<file path="src/rtl/flit_pkg.sv">
// Shared constants and encodings for the flit assembler.
package flit_pkg;

    localparam int FLIT_W = 16;
    localparam int N_BODY = 4;
    localparam int IDX_W  = $clog2(N_BODY);

    typedef enum logic [1:0] {
        FT_HEAD = 2'b00,
        FT_BODY = 2'b01,
        FT_TAIL = 2'b10,
        FT_RSVD = 2'b11
    } flit_type_e;

    typedef enum logic [2:0] {
        IDLE,
        COLLECT,
        TAIL,
        ISSUE,
        WAIT_DONE
    } asm_state_e;

endpackage

</file>
<file path="src/rtl/flit_watchdog.sv">
// Loadable down-counter: clear reloads LOAD_VALUE, en counts down,
// expire flags the enabled cycle that would take the count to zero.
module flit_watchdog #(
    parameter int LOAD_VALUE = 255
) (
    input  logic clk,
    input  logic rst_n,
    input  logic clear,
    input  logic en,
    output logic expire
);

    localparam int CNT_W = $clog2(LOAD_VALUE + 1);

    logic [CNT_W-1:0] cnt;

    // Reload on clear, otherwise count down while enabled.
    always_ff @(posedge clk or negedge rst_n) begin
        if (!rst_n) begin
            cnt <= CNT_W'(LOAD_VALUE);
        end else if (clear) begin
            cnt <= CNT_W'(LOAD_VALUE);
        end else if (en && cnt != '0) begin
            cnt <= cnt - CNT_W'(1);
        end
    end

    assign expire = en && (cnt == CNT_W'(1));

endmodule

</file>
<file path="src/rtl/flit_assembler.sv">
// Collects head + 4 body + tail flits, presents them in parallel to the
// packet decoder, pulses o_en and waits for i_dec_done. Malformed packets
// and stray flits are dropped and counted.
// Define FLIT_ASM_TIMEOUT_EN to build the inter-flit watchdog
// (TIMEOUT_CYCLES idle cycles in COLLECT/TAIL abort the packet).
module flit_assembler
    import flit_pkg::*;
#(
    parameter int TIMEOUT_CYCLES = 255
) (
    input  logic              clk,
    input  logic              rst_n,
    input  logic              i_flit_valid,
    input  logic [1:0]        i_flit_type,
    input  logic [FLIT_W-1:0] i_flit,
    output logic              o_flit_ready,
    input  logic              i_dec_done,
    output logic [FLIT_W-1:0] o_head_flit,
    output logic [FLIT_W-1:0] o_body_flit_1,
    output logic [FLIT_W-1:0] o_body_flit_2,
    output logic [FLIT_W-1:0] o_body_flit_3,
    output logic [FLIT_W-1:0] o_body_flit_4,
    output logic [FLIT_W-1:0] o_tail_flit,
    output logic              o_en,
    output logic              o_err,
    output logic [7:0]        o_pkt_count,
    output logic [7:0]        o_drop_count
);

    asm_state_e        state;
    flit_type_e        ftype;
    logic [IDX_W-1:0]  body_idx;
    logic [FLIT_W-1:0] body_q [N_BODY];
    logic              accept;
    logic              flit_err;
    logic              wd_expire;

    assign ftype        = flit_type_e'(i_flit_type);
    assign o_flit_ready = (state == IDLE) || (state == COLLECT) || (state == TAIL);
    assign accept       = i_flit_valid && o_flit_ready;

    assign o_body_flit_1 = body_q[0];
    assign o_body_flit_2 = body_q[1];
    assign o_body_flit_3 = body_q[2];
    assign o_body_flit_4 = body_q[3];

`ifdef FLIT_ASM_TIMEOUT_EN
    logic wd_active;
    assign wd_active = (state == COLLECT) || (state == TAIL);

    flit_watchdog #(
        .LOAD_VALUE(TIMEOUT_CYCLES)
    ) u_watchdog (
        .clk    (clk),
        .rst_n  (rst_n),
        .clear  (accept || !wd_active),
        .en     (wd_active && !accept),
        .expire (wd_expire)
    );
`else
    assign wd_expire = 1'b0;
`endif

    // Framing violation: an accepted flit of the wrong type for the state, or a watchdog expiry.
    always_comb begin
        // NOTE: default assignment first so no path leaves flit_err unassigned (no latch).
        flit_err = 1'b0;
        if (accept) begin
            case (state)
                IDLE:    flit_err = (ftype != FT_HEAD);
                COLLECT: flit_err = (ftype != FT_BODY);
                TAIL:    flit_err = (ftype != FT_TAIL);
                default: flit_err = 1'b0;
            endcase
        end
        if (wd_expire) flit_err = 1'b1;
    end

    // Framing FSM, flit registers, pulses and counters.
    always_ff @(posedge clk or negedge rst_n) begin
        if (!rst_n) begin
            state        <= IDLE;
            body_idx     <= '0;
            // NOTE: the flit storage drives outputs that must read 0 after reset, so it is reset too.
            o_head_flit  <= '0;
            o_tail_flit  <= '0;
            for (int i = 0; i < N_BODY; i++) body_q[i] <= '0;
            o_en         <= 1'b0;
            o_err        <= 1'b0;
            o_pkt_count  <= '0;
            o_drop_count <= '0;
        end else begin
            // NOTE: non-blocking assignments so every register samples pre-edge values.
            o_en  <= 1'b0;
            o_err <= 1'b0;

            case (state)
                IDLE: begin
                    if (accept && ftype == FT_HEAD) begin
                        o_head_flit <= i_flit;
                        body_idx    <= '0;
                        state       <= COLLECT;
                    end
                end
                COLLECT: begin
                    if (accept) begin
                        case (ftype)
                            FT_BODY: begin
                                body_q[body_idx] <= i_flit;
                                body_idx         <= body_idx + IDX_W'(1);
                                if (body_idx == IDX_W'(N_BODY - 1)) state <= TAIL;
                            end
                            FT_HEAD: begin
                                o_head_flit <= i_flit;
                                body_idx    <= '0;
                            end
                            default: state <= IDLE;
                        endcase
                    end
                end
                TAIL: begin
                    if (accept) begin
                        case (ftype)
                            FT_TAIL: begin
                                o_tail_flit <= i_flit;
                                o_en        <= 1'b1;
                                o_pkt_count <= o_pkt_count + 8'd1;
                                state       <= ISSUE;
                            end
                            FT_HEAD: begin
                                o_head_flit <= i_flit;
                                body_idx    <= '0;
                                state       <= COLLECT;
                            end
                            default: state <= IDLE;
                        endcase
                    end
                end
                ISSUE:     state <= WAIT_DONE;
                WAIT_DONE: if (i_dec_done) state <= IDLE;
                default:   state <= IDLE;
            endcase

            if (wd_expire) state <= IDLE;

            if (flit_err) begin
                o_err <= 1'b1;
                if (o_drop_count != 8'hFF) o_drop_count <= o_drop_count + 8'd1;
            end
        end
    end

endmodule
</file>
<file path="config.mk">
export PLATFORM = sky130hd
export DESIGN_NAME = flit_assembler
export DESIGN_NICKNAME = d
export VERILOG_FILES = /design/src/rtl/flit_pkg.sv /design/src/rtl/flit_watchdog.sv /design/src/rtl/flit_assembler.sv
export SDC_FILE = /design/constraint.sdc
export NUM_CORES = 1
export LEC_CHECK = 0
export ABC_AREA = 1
export CORE_UTILIZATION = 43
export CTS_CLUSTER_SIZE = 14
export DETAILED_ROUTE_END_ITERATION = 12
export GPL_TIMING_DRIVEN = 0
export PLACE_DENSITY = 0.75
export SLEW_MARGIN = 20
export SYNTH_ARGS = -nofsm -noshare
export SYNTH_HDL_FRONTEND = slang
export SYNTH_HIERARCHICAL = 1
export SYNTH_SLANG_ARGS = --single-unit
</file>
<file path="constraint.sdc">
create_clock -name clk -period 1.4 [get_ports clk]
set_clock_uncertainty 0.1 [all_clocks]
set_input_delay 0.42 -clock clk [delete_from_list [all_inputs] [get_ports clk]]
set_output_delay 0.42 -clock clk [all_outputs]
set_load 0.02 [all_outputs]
</file>
; ---- After elaboration in Yosys (flattened, before gate mapping)
; Index checks and enable logic that the tools add are counted.
[totals]
register_bits = 119
latch_bits = 0
mem_bits_rw = 0
romBits = 0
in_bits = 22
out_inout_bits = 115
wordCells = 82
n_memories = 0
[op_classes]
addsub = 3
multipliers = 0
n_div = 0
magnitude_cmp = 2
n_eq_ne = 20
shifts = 0
mux = 27
bitwise_logic = 1
reduce_logical = 17
[ops]
columns = operator, count
row1 = $bwmux W64, 1
row2 = $mux W16, 4
row3 = $demux W16 S2, 1
row4 = $pmux W16 S2, 1
row5 = $add A8 B1 Y8 const B, 2
row6 = $mux W3, 5
row7 = $pmux W3 S5, 1
row8 = $reduce_and A6 Y1, 2
row9 = $ne A2 B1 Y1 const B, 5
row10 = $ne A2 B2 Y1 const B, 5
row11 = $mux W2, 4
row12 = $ne A8 B8 Y1 const B, 1
row13 = $pmux W2 S2, 2
row14 = $eq A3 B2 Y1 const B, 2
row15 = $pmux W2 S3, 1
row16 = $pmux W3 S2, 1
row17 = $reduce_and A3 Y1, 2
row18 = $mux W1, 5
row19 = $eq A2 B2 Y1 const B, 2
row20 = $reduce_and A4 Y1, 1
row21 = $reduce_bool A2 Y1, 2
row22 = $eq A3 B1 Y1 const B, 1
row23 = $eq A3 B3 Y1 const B, 1
row24 = $ge A3 B3 Y1 const B, 1
row25 = other kinds (14), 17

; ---- Depth between registers and ports, before layout
; Gate-level depths: netlist (run 1).
[depth]
word_depth = 7
mapped_depth = 10
depth_no_buf = 9

; ---- Least setup slack after synthesis (run 1)
; No wires, ideal clock.
[synth_timing]
kind = register -> register
from = register state[0]
to = register o_drop_count[2]
setup_time_ps = 118
t_arrival_ps = 1561
required_time_ps = 1182
path_slack_ps = -379
path_stages_with_launch = 8
n_path_buf = 1
synth_period_minus_slack_ps = 1779
cell_sequence = dfrtp_1 > a21oi_1 > nand2_1 > inv_1 > buf_2 > nand3_1 > nand2_1 > nand2_1
[synth_between]
elab_chain_len = 6
word_cells_on_any_way = 9
classes_between = eq/ne: 2 / mux: 2 / reduce/logical: 5
[synth_lines]
columns = element, line_no
row1 = from (decl), flit_assembler.sv:30  ; asm_state_e state;
row2 = from (signal assigned), flit_assembler.sv:82  ; state <= IDLE;
row3 = from (signal assigned), flit_assembler.sv:102  ; state <= COLLECT;
row4 = from (signal assigned), flit_assembler.sv:111  ; if (body_idx == IDX_W'(N_BODY - 1)) state <= TAIL;
row5 = $eq A3 B1 Y1 / $logic_not A3 Y1 (equally long branches), flit_assembler.sv:39  ; assign o_flit_ready = (state == IDLE) || (state == COLLECT) || (state == TAIL);
row6 = $logic_or A1 B1 Y1, flit_assembler.sv:39
row7 = $logic_or A1 B1 Y1 (*), flit_assembler.sv:39
row8 = via o_flit_ready, flit_assembler.sv:16  ; output logic o_flit_ready,
row9 = $logic_and A1 B1 Y1 (*), flit_assembler.sv:40  ; assign accept = i_flit_valid && o_flit_ready;
row10 = $mux W1 (*), flit_assembler.sv:68  ; if (accept) begin
row11 = $reduce_and A2 Y1 (no line) (*), -
row12 = to (signal assigned), flit_assembler.sv:148  ; if (o_drop_count != 8'hFF) o_drop_count <= o_drop_count + 8'd1;
row13 = to (decl), flit_assembler.sv:27  ; output logic [7:0] o_drop_count
; The timed path passes the listed nets; every way through them passes the cells marked *.
; A chain may end at the register's enable or synchronous reset.

; ---- Worst setup path after layout (run 1)
[layout_timing]
from = input i_flit_type[1]
to = register o_tail_flit[11]
[layout_between]
elab_chain_len = 2
[layout_lines]
columns = element, line_no
row1 = from (decl), flit_assembler.sv:14  ; input logic [1:0] i_flit_type,
row2 = $eq A2 B2 Y1, flit_assembler.sv:123  ; case (ftype)
row3 = $reduce_and A3 Y1 (no line), -
row4 = to (signal assigned), flit_assembler.sv:125  ; o_tail_flit <= i_flit;
row5 = to (decl), flit_assembler.sv:23  ; output logic [FLIT_W-1:0] o_tail_flit,
; No other way between the ends.

==> metrics.md, run 1 <==
| Metric | Value |
|---|---|
| Outcome | `finished, violations left` |
| Failing checks | `negative setup slack` |
| Initial antenna violation count | `0` |
| Yosys reg bits | `119` |
| Die Span X | `107.2 µm` |
| Die area | `11500 µm²` |
| Vias per cell | `5.305` |
| Max_cap viols | `0` |
| Standby leakage power | `4.299 nW` |
| Largest net degree at the start of global routing | `62` |
| Detailed-router iteration count before antenna repair | `5` |
| Skew-Pair Late Insertion Delay | `0.51 ns` |
| Final setup viols | `233` |
| Reg power frac | `31.8%` |
| Cell count after synthesis | `510` |
| Clock root cell | `clkbuf_8` |
| Core area | `10790 µm²` |
| WP data arrival | `2.11 ns` |
| Sw Ratio | `36.87%` |
| Buffer and inverter count on the worst path | `5` |
| Cell Area, Synth | `4761 µm²` |
| Port bufs | `136` |
| Synthesis Warnings | `6` |
| Max-slew violations | `0` |
| CTS tree | `done` |
| Total CTS buffers | `17` |
| Share of cells above drive strength 1 | `46.24%` |
| Ant. Diodes | `0` |
| Final Cycle Share | `131.7%` |
| Worst Tran Pin Value | `0.5652 ns` |
| Detail Route Antenna Nets | `0` |
| Crit. End Element | `flip-flop` |
| Power Internal | `0.01063 W` |
| P&R area growth vs syn | `79.11%` |
| Largest family of logic cells by synthesized area | `simple AND/OR/NAND/NOR gates` |
| Fin. Hold Viols | `0` |
| Via count | `4907` |
| Synth Area in Simple Gates | `18.13%` |
| Worst path top cell family by delay | `buffers and inverters` |
| Multiplexer area fraction after synthesis | `0%` |
| Clock Power Share | `25.7%` |
| Post-route setup slack | `-0.4441 ns` |
| Final net count | `800` |
| Iteration-0 DRC count of the detailed router | `375` |
| Die H | `107.2 µm` |
| Logic gate share of total power | `42.5%` |
| Final wirelength | `17580 µm` |
| PD cells | `1975 nW/µm²` |
| Sequential fraction of the synthesis area | `62.55%` |
| Worst path most repeated cell | `inv_1` |
| Synth Area in Compound Gates | `11.09%` |
| Global route total overflow | `0` |
| Peak Freq | `542.3 MHz` |
| Worst Path Required | `1.67 ns` |
| VDD IR max | `0.001395 V` |
| Initial core utilization | `44.11%` |
| Critical path class | `in -> reg` |
| Standard-cell rows | `38` |
| Post-Synth Adder-Cell Area | `1.577%` |
| Routed len/inst | `19.01 µm` |
| Global-route wire length before repair | `23380 µm` |
| Xor/xnor cell area share of the yosys netlist | `1.472%` |
| Final Util | `79.01%` |
| Vias in the first global route | `4524` |
| Relative slew slack | `62.32%` |
| H-tree depth | `4` |
| I/O pins | `137` |
| # DRC | `0` |
| CTS Sinks | `119` |
| Startpoint types | `input pin` |
| Syn Nets | `538` |
| Syn_area_per_cell | `9.335 µm²` |
| Crit-path max cell delay | `0.53 ns` |
| Clock Pin Slew Worst Setup and Hold Paths | `0.06 ns` |
| Filler instances | `647` |
| Cell breakdown of the critical path | `clkdlybuf4s50_1 -> inv_1 -> nor2_1 -> inv_1 -> nor2_4 -> nand2_2 -> buf_6 -> buf_4 -> nand2_1 -> o21ai_0` |
| Tmin final | `1.844 ns` |
| Crit Path Max Fanout | `10` |
| Hold Crit Class | `in -> async` |
| Unrepaired setup endpoints after global routing | `true` |
| Place WS | `-0.8756 ns` |
| Placer Congestion | `0.8938` |
| Yosys cell types | `20` |
| Post-DP HPWL | `9643 µm` |
| Max clock buf depth | `2` |
| CP max stage cell | `clkdlybuf4s50_1` |
| Total track usage | `27.25%` |
| P_sw | `0.006210 W` |
[per-stage QoR]
stage | total power [W] | cells | TNS, ns | hold WS [ns] | cell area (µm²)
global placement | 0.01010 | 786 | -638.92 | 0.3658 | 6376
finish | 0.01684 | 925 | -52.77 | 0.3397 | 8527
global route | 0.01754 | 925 | -64.98 | 0.3751 | 8527
detailed placement | 0.01027 | 787 | -94.51 | 0.3249 | 6405
floorplan | 0.007633 | 510 | -7.078 | 0.02441 | 4840
CTS | 0.01564 | 878 | -43.38 | 0.3633 | 7692
[cell usage in the layout, fill, tap and decap left out, types with 9 or more instances in the layout]
| cell | synthesis | final |
|---|---|---|
| nand2_2 | 2 | 35 |
| nand2_1 | 168 | 120 |
| clkbuf_16 | 0 | 20 |
| clkdlybuf4s50_1 | 0 | 20 |
| nand2_4 | 0 | 10 |
| o21ai_1 | 0 | 47 |
| inv_1 | 41 | 38 |
| dfrtp_1 | 119 | 116 |
| nand4_1 | 12 | 12 |
| buf_4 | 0 | 92 |
| o21ai_0 | 101 | 33 |
| o21ai_2 | 0 | 21 |
| buf_6 | 0 | 135 |
| nor2_1 | 15 | 9 |
[flip-flops by register name, summed over array words and instances, names as in the netlist, 2 cells and up]
signal / flops
body_idx: 2
o_pkt_count: 8
o_body_flit_4: 16
o_body_flit_1: 16
o_drop_count: 8
o_body_flit_2: 16
o_tail_flit: 16
o_head_flit: 16
o_body_flit_3: 16
state: 3
[metal layers]
| layer | wire length (µm) | part of all wire [%] | track usage (%) | vias to the layer above |
|---|---|---|---|---|
| li1 | - | - | - | 2178 |
| met1 | 6282 | 36 | 32.63 | 2431 |
| met2 | 9257 | 53 | 45.12 | 248 |
| met3 | 1582 | 9.0 | 9.726 | 50 |
| met4 | 459 | 2.6 | 10.08 | 0 |
| met5 | 0 | 0 | 0 | - |
[layout make-up]
cell class | count | area (µm²) | area share [%]
Buffer | 20 | 247.7 | 2.905
Multi-Input combinational cell | 330 | 1941 | 22.76
Inverter | 41 | 158.9 | 1.864
Timing Repair Buffer | 243 | 2440 | 28.61
Clock inverter | 14 | 165.2 | 1.937
Tap cell | 140 | 175.2 | 2.054
Clock buffer | 18 | 417.9 | 4.901
Sequential cell | 119 | 2982 | 34.97
[final timing paths]
kind | from | depth (start not counted) | slack, ns | to
max | i_flit_type[1] | 10 | -0.44 | o_tail_flit[11]$_DFFE_PN0P_
min | rst_n | 2 | 0.34 | state[2]$_DFFE_PN0P_
max reg2reg | state[2]$_DFFE_PN0P_ | 9 | -0.41 | o_body_flit_1[13]$_DFFE_PN0P_
min reg2reg | o_tail_flit[3]$_DFFE_PN0P_ | 2 | 0.41 | o_tail_flit[3]$_DFFE_PN0P_
max in group asynchronous | rst_n | 3 | 0.18 | o_body_flit_4[14]$_DFFE_PN0P_
min in group clk | o_tail_flit[3]$_DFFE_PN0P_ | 2 | 0.41 | o_tail_flit[3]$_DFFE_PN0P_
[power by group through the flow]
stage / Combinational (W) / Sequential (W) / Clock [W]
2_1_floorplan: 0.00134 / 0.00629 / 0
3_3_place_gp: 0.00493 / 0.00517 / 0
3_5_place_dp: 0.00506 / 0.00520 / 0
4_1_cts: 0.00602 / 0.00528 / 0.00434
5_1_grt: 0.00757 / 0.00543 / 0.00453
6_report: 0.00715 / 0.00536 / 0.00432
[cells in the mapped netlist]
| cell type | instances | area (µm²) |
|---|---|---|
| nor2_1 | 15 | 56.30 |
| nand3_2 | 1 | 10.01 |
| nand4_1 | 12 | 75.07 |
| buf_2 | 11 | 55.05 |
| clkbuf_2 | 3 | 15.01 |
| xor2_1 | 5 | 43.79 |
| ha_1 | 6 | 75.07 |
| nand3b_1 | 1 | 7.510 |
| dfrtp_1 | 119 | 2978 |
| nand2_1 | 168 | 630.6 |
| nand3_1 | 10 | 50.05 |
| clkbuf_1 | 6 | 22.52 |
| nor3_4 | 1 | 16.27 |
| o21a_1 | 1 | 7.510 |
| xnor2_1 | 3 | 26.28 |
| nand2_2 | 2 | 12.51 |
| nor3_1 | 1 | 5.000 |
| inv_1 | 41 | 153.9 |
| a21oi_1 | 3 | 15.01 |
| o21ai_0 | 101 | 505.5 |
[cell families after synthesis]
kind of cell             after synthesis
XOR/XNOR                               8
buffers and inverters                 61
AO/OA/AOI/OAI                        105
flip-flops                           119
AND/OR/NAND/NOR                      211
adder cells (fa/ha/maj)                6
[repair_timing]
action	CTS	global route
setup buffers	57	39
pin swaps	4	5
hold buffers	1	0
setup endpoints to repair	230	232
cloned	1	8
hold endpoints to repair	58	0
gates resized for setup	744	179
(Power assumes the default switching activity.)
==> run 2, diff against run 1 <==
--- a/config.mk
+++ b/config.mk
@@ -11,6 +11,7 @@
 export DETAILED_ROUTE_END_ITERATION = 12
 export GPL_TIMING_DRIVEN = 0
 export PLACE_DENSITY = 0.75
+export SETUP_SLACK_MARGIN = 0.15
 export SLEW_MARGIN = 20
 export SYNTH_ARGS = -nofsm -noshare
 export SYNTH_HDL_FRONTEND = slang
==> metrics.md, run 2 (synthesis results as in run 1) <==
| Metric | Value |
|---|---|
| Outcome | `finished, violations left` |
| Failing checks | `negative setup slack` |
| Max-slew violations | `0` |
| H-tree depth | `4` |
| Largest net degree at the start of global routing | `73` |
| Final net count | `833` |
| # DRC | `0` |
| CTS tree | `done` |
| Vias per cell | `5.342` |
| Clock Pin Slew Worst Setup and Hold Paths | `0.06 ns` |
| Tmin final | `1.779 ns` |
| Filler instances | `553` |
| Fin. Hold Viols | `0` |
| PD cells | `1918 nW/µm²` |
| Total track usage | `29.25%` |
| P&R area growth vs syn | `91.96%` |
| Reg-to-Reg Start | `state[1]$_DFFE_PN0P_` |
| Final Util | `84.67%` |
| Via count | `5112` |
| Unrepaired setup endpoints after global routing | `true` |
| Max_cap viols | `0` |
| Critical path class | `reg -> out` |
| I/O pins | `137` |
| Total CTS buffers | `17` |
| WP data arrival | `1.26 ns` |
| Final Total Pwr | `0.01753 W` |
| R2R setup slack | `-0.35 ns` |
| Global-route wire length before repair | `24970 µm` |
| Port bufs | `136` |
| Multi-input gate area | `2178 µm²` |
| Post-route setup slack | `-0.3787 ns` |
| Startpoint types | `flip-flop` |
| Ant. Diodes | `0` |
| Register-to-Register Path Depth | `8` |
| Die Span X | `107.2 µm` |
| Final setup viols | `232` |
| Hold WS | `0.3077 ns` |
| Relative slew slack | `71.73%` |
| Post-DP HPWL | `9492 µm` |
| Vias in the first global route | `4866` |
| VDD IR max | `0.001264 V` |
| Standby leakage power | `4.563 nW` |
| Standard-cell rows | `38` |
| Worst Path Required | `0.88 ns` |
| Share of cells above drive strength 1 | `55.45%` |
| Iteration-0 DRC count of the detailed router | `250` |
| Crit. End Element | `primary output` |
| Detail Route Antenna Nets | `0` |
| Clock root cell | `clkbuf_8` |
| Most common cell after layout, fill and taps aside | `buf_6` |
| Skew-Pair Late Insertion Delay | `0.51 ns` |
| Critical R2R Capture | `o_body_flit_4[5]$_DFFE_PN0P_` |
| Final Cycle Share | `127.1%` |
| Seq. cell area | `2987 µm²` |
| CP Capture Point | `o_flit_ready` |
| Max clock buf depth | `2` |
| Initial core utilization | `44.11%` |
| Crit Path Max Fanout | `4` |
| Commonest non-fill, non-tap cells in the layout | `141 x buf_6, 112 x dfrtp_1, 104 x buf_4` |
| Die area | `11500 µm²` |
| Worst setup startpoint | `state[1]$_DFFE_PN0P_` |
| Worst Tran Pin Value | `0.4236 ns` |
| Core area | `10790 µm²` |
| Hold Crit Class | `in -> async` |
| Final wirelength | `19200 µm` |
| Global route total overflow | `0` |
| Detailed-router iteration count before antenna repair | `5` |
| Place WS | `-0.9130 ns` |
| Peak Freq | `562.2 MHz` |
| CTS Sinks | `119` |
| Placer Congestion | `0.8562` |
| Die H | `107.2 µm` |
| Routed len/inst | `20.06 µm` |
| Initial antenna violation count | `0` |
## run 2: how the worst min path moves through the flow
stage	to	start	cells past startpoint
floorplan	body_idx[0]$_DFFE_PN0P_	rst_n	0
global placement	o_body_flit_4[15]$_DFFE_PN0P_	o_body_flit_4[15]$_DFFE_PN0P_	2
detailed placement	state[2]$_DFFE_PN0P_	rst_n	1
CTS	o_err$_DFF_PN0_	i_flit_valid	3
global route	state[2]$_DFFE_PN0P_	rst_n	2
finish	state[2]$_DFFE_PN0P_	rst_n	2
## run 2: routing by layer
| metal | wire (µm) | vias to the layer above | global-route usage (%) |
|---|---|---|---|
| li1 | - | 2234 | - |
| met1 | 6909 | 2567 | 34.63 |
| met2 | 10090 | 257 | 50.00 |
| met3 | 1539 | 54 | 8.511 |
| met4 | 658 | 0 | 11.55 |
| met5 | 0 | - | 0 |
## run 2: timing repair
item,CTS,global route
buffers inserted,65,57
resized for setup,883,140
endpoints found under the setup margin,233,305
gates cloned,11,5
hold buffers,1,0
hold endpoints to repair,47,0
pin swaps,15,9
## run 2: worst max-delay path: stages, from the launching register on
cell and delay (ns):
dfrtp_2 0.46, a21oi_4 0.15, buf_6 0.13
## run 2: cell type report
cell class | instances | area share [%]
timing repair buffer | 276 | 30.59
multi-input combinational | 330 | 23.84
clock inverter | 12 | 1.150
tap | 140 | 1.917
buffer | 20 | 3.341
inverter | 41 | 1.766
sequential | 119 | 32.68
clock buffer | 19 | 4.723
## run 2: where the power goes
part           internal, W  switching (W)
Sequential         0.00446       0.000908
Combinational      0.00419        0.00396
Clock              0.00238        0.00164
Total               0.0110        0.00650
## run 2: per-stage QoR
step           setup TNS, ns  std cells  instance area [µm²]
2_1_floorplan         -7.078        510                 4867
3_3_place_gp         -638.75        786                 6404
3_5_place_dp          -92.94        787                 6432
4_1_cts               -42.62        895                 8152
5_1_grt               -61.87        957                 9139
6_report              -50.75        957                 9139
==> run 3, diff against run 2 <==
--- a/config.mk
+++ b/config.mk
@@ -12,7 +12,7 @@
 export GPL_TIMING_DRIVEN = 0
 export PLACE_DENSITY = 0.75
 export SETUP_SLACK_MARGIN = 0.15
-export SLEW_MARGIN = 20
+export SLEW_MARGIN = 10
 export SYNTH_ARGS = -nofsm -noshare
 export SYNTH_HDL_FRONTEND = slang
 export SYNTH_HIERARCHICAL = 1
==> results of run 3 <==
Final layout, timing and power as in run 2 (identical DEF).
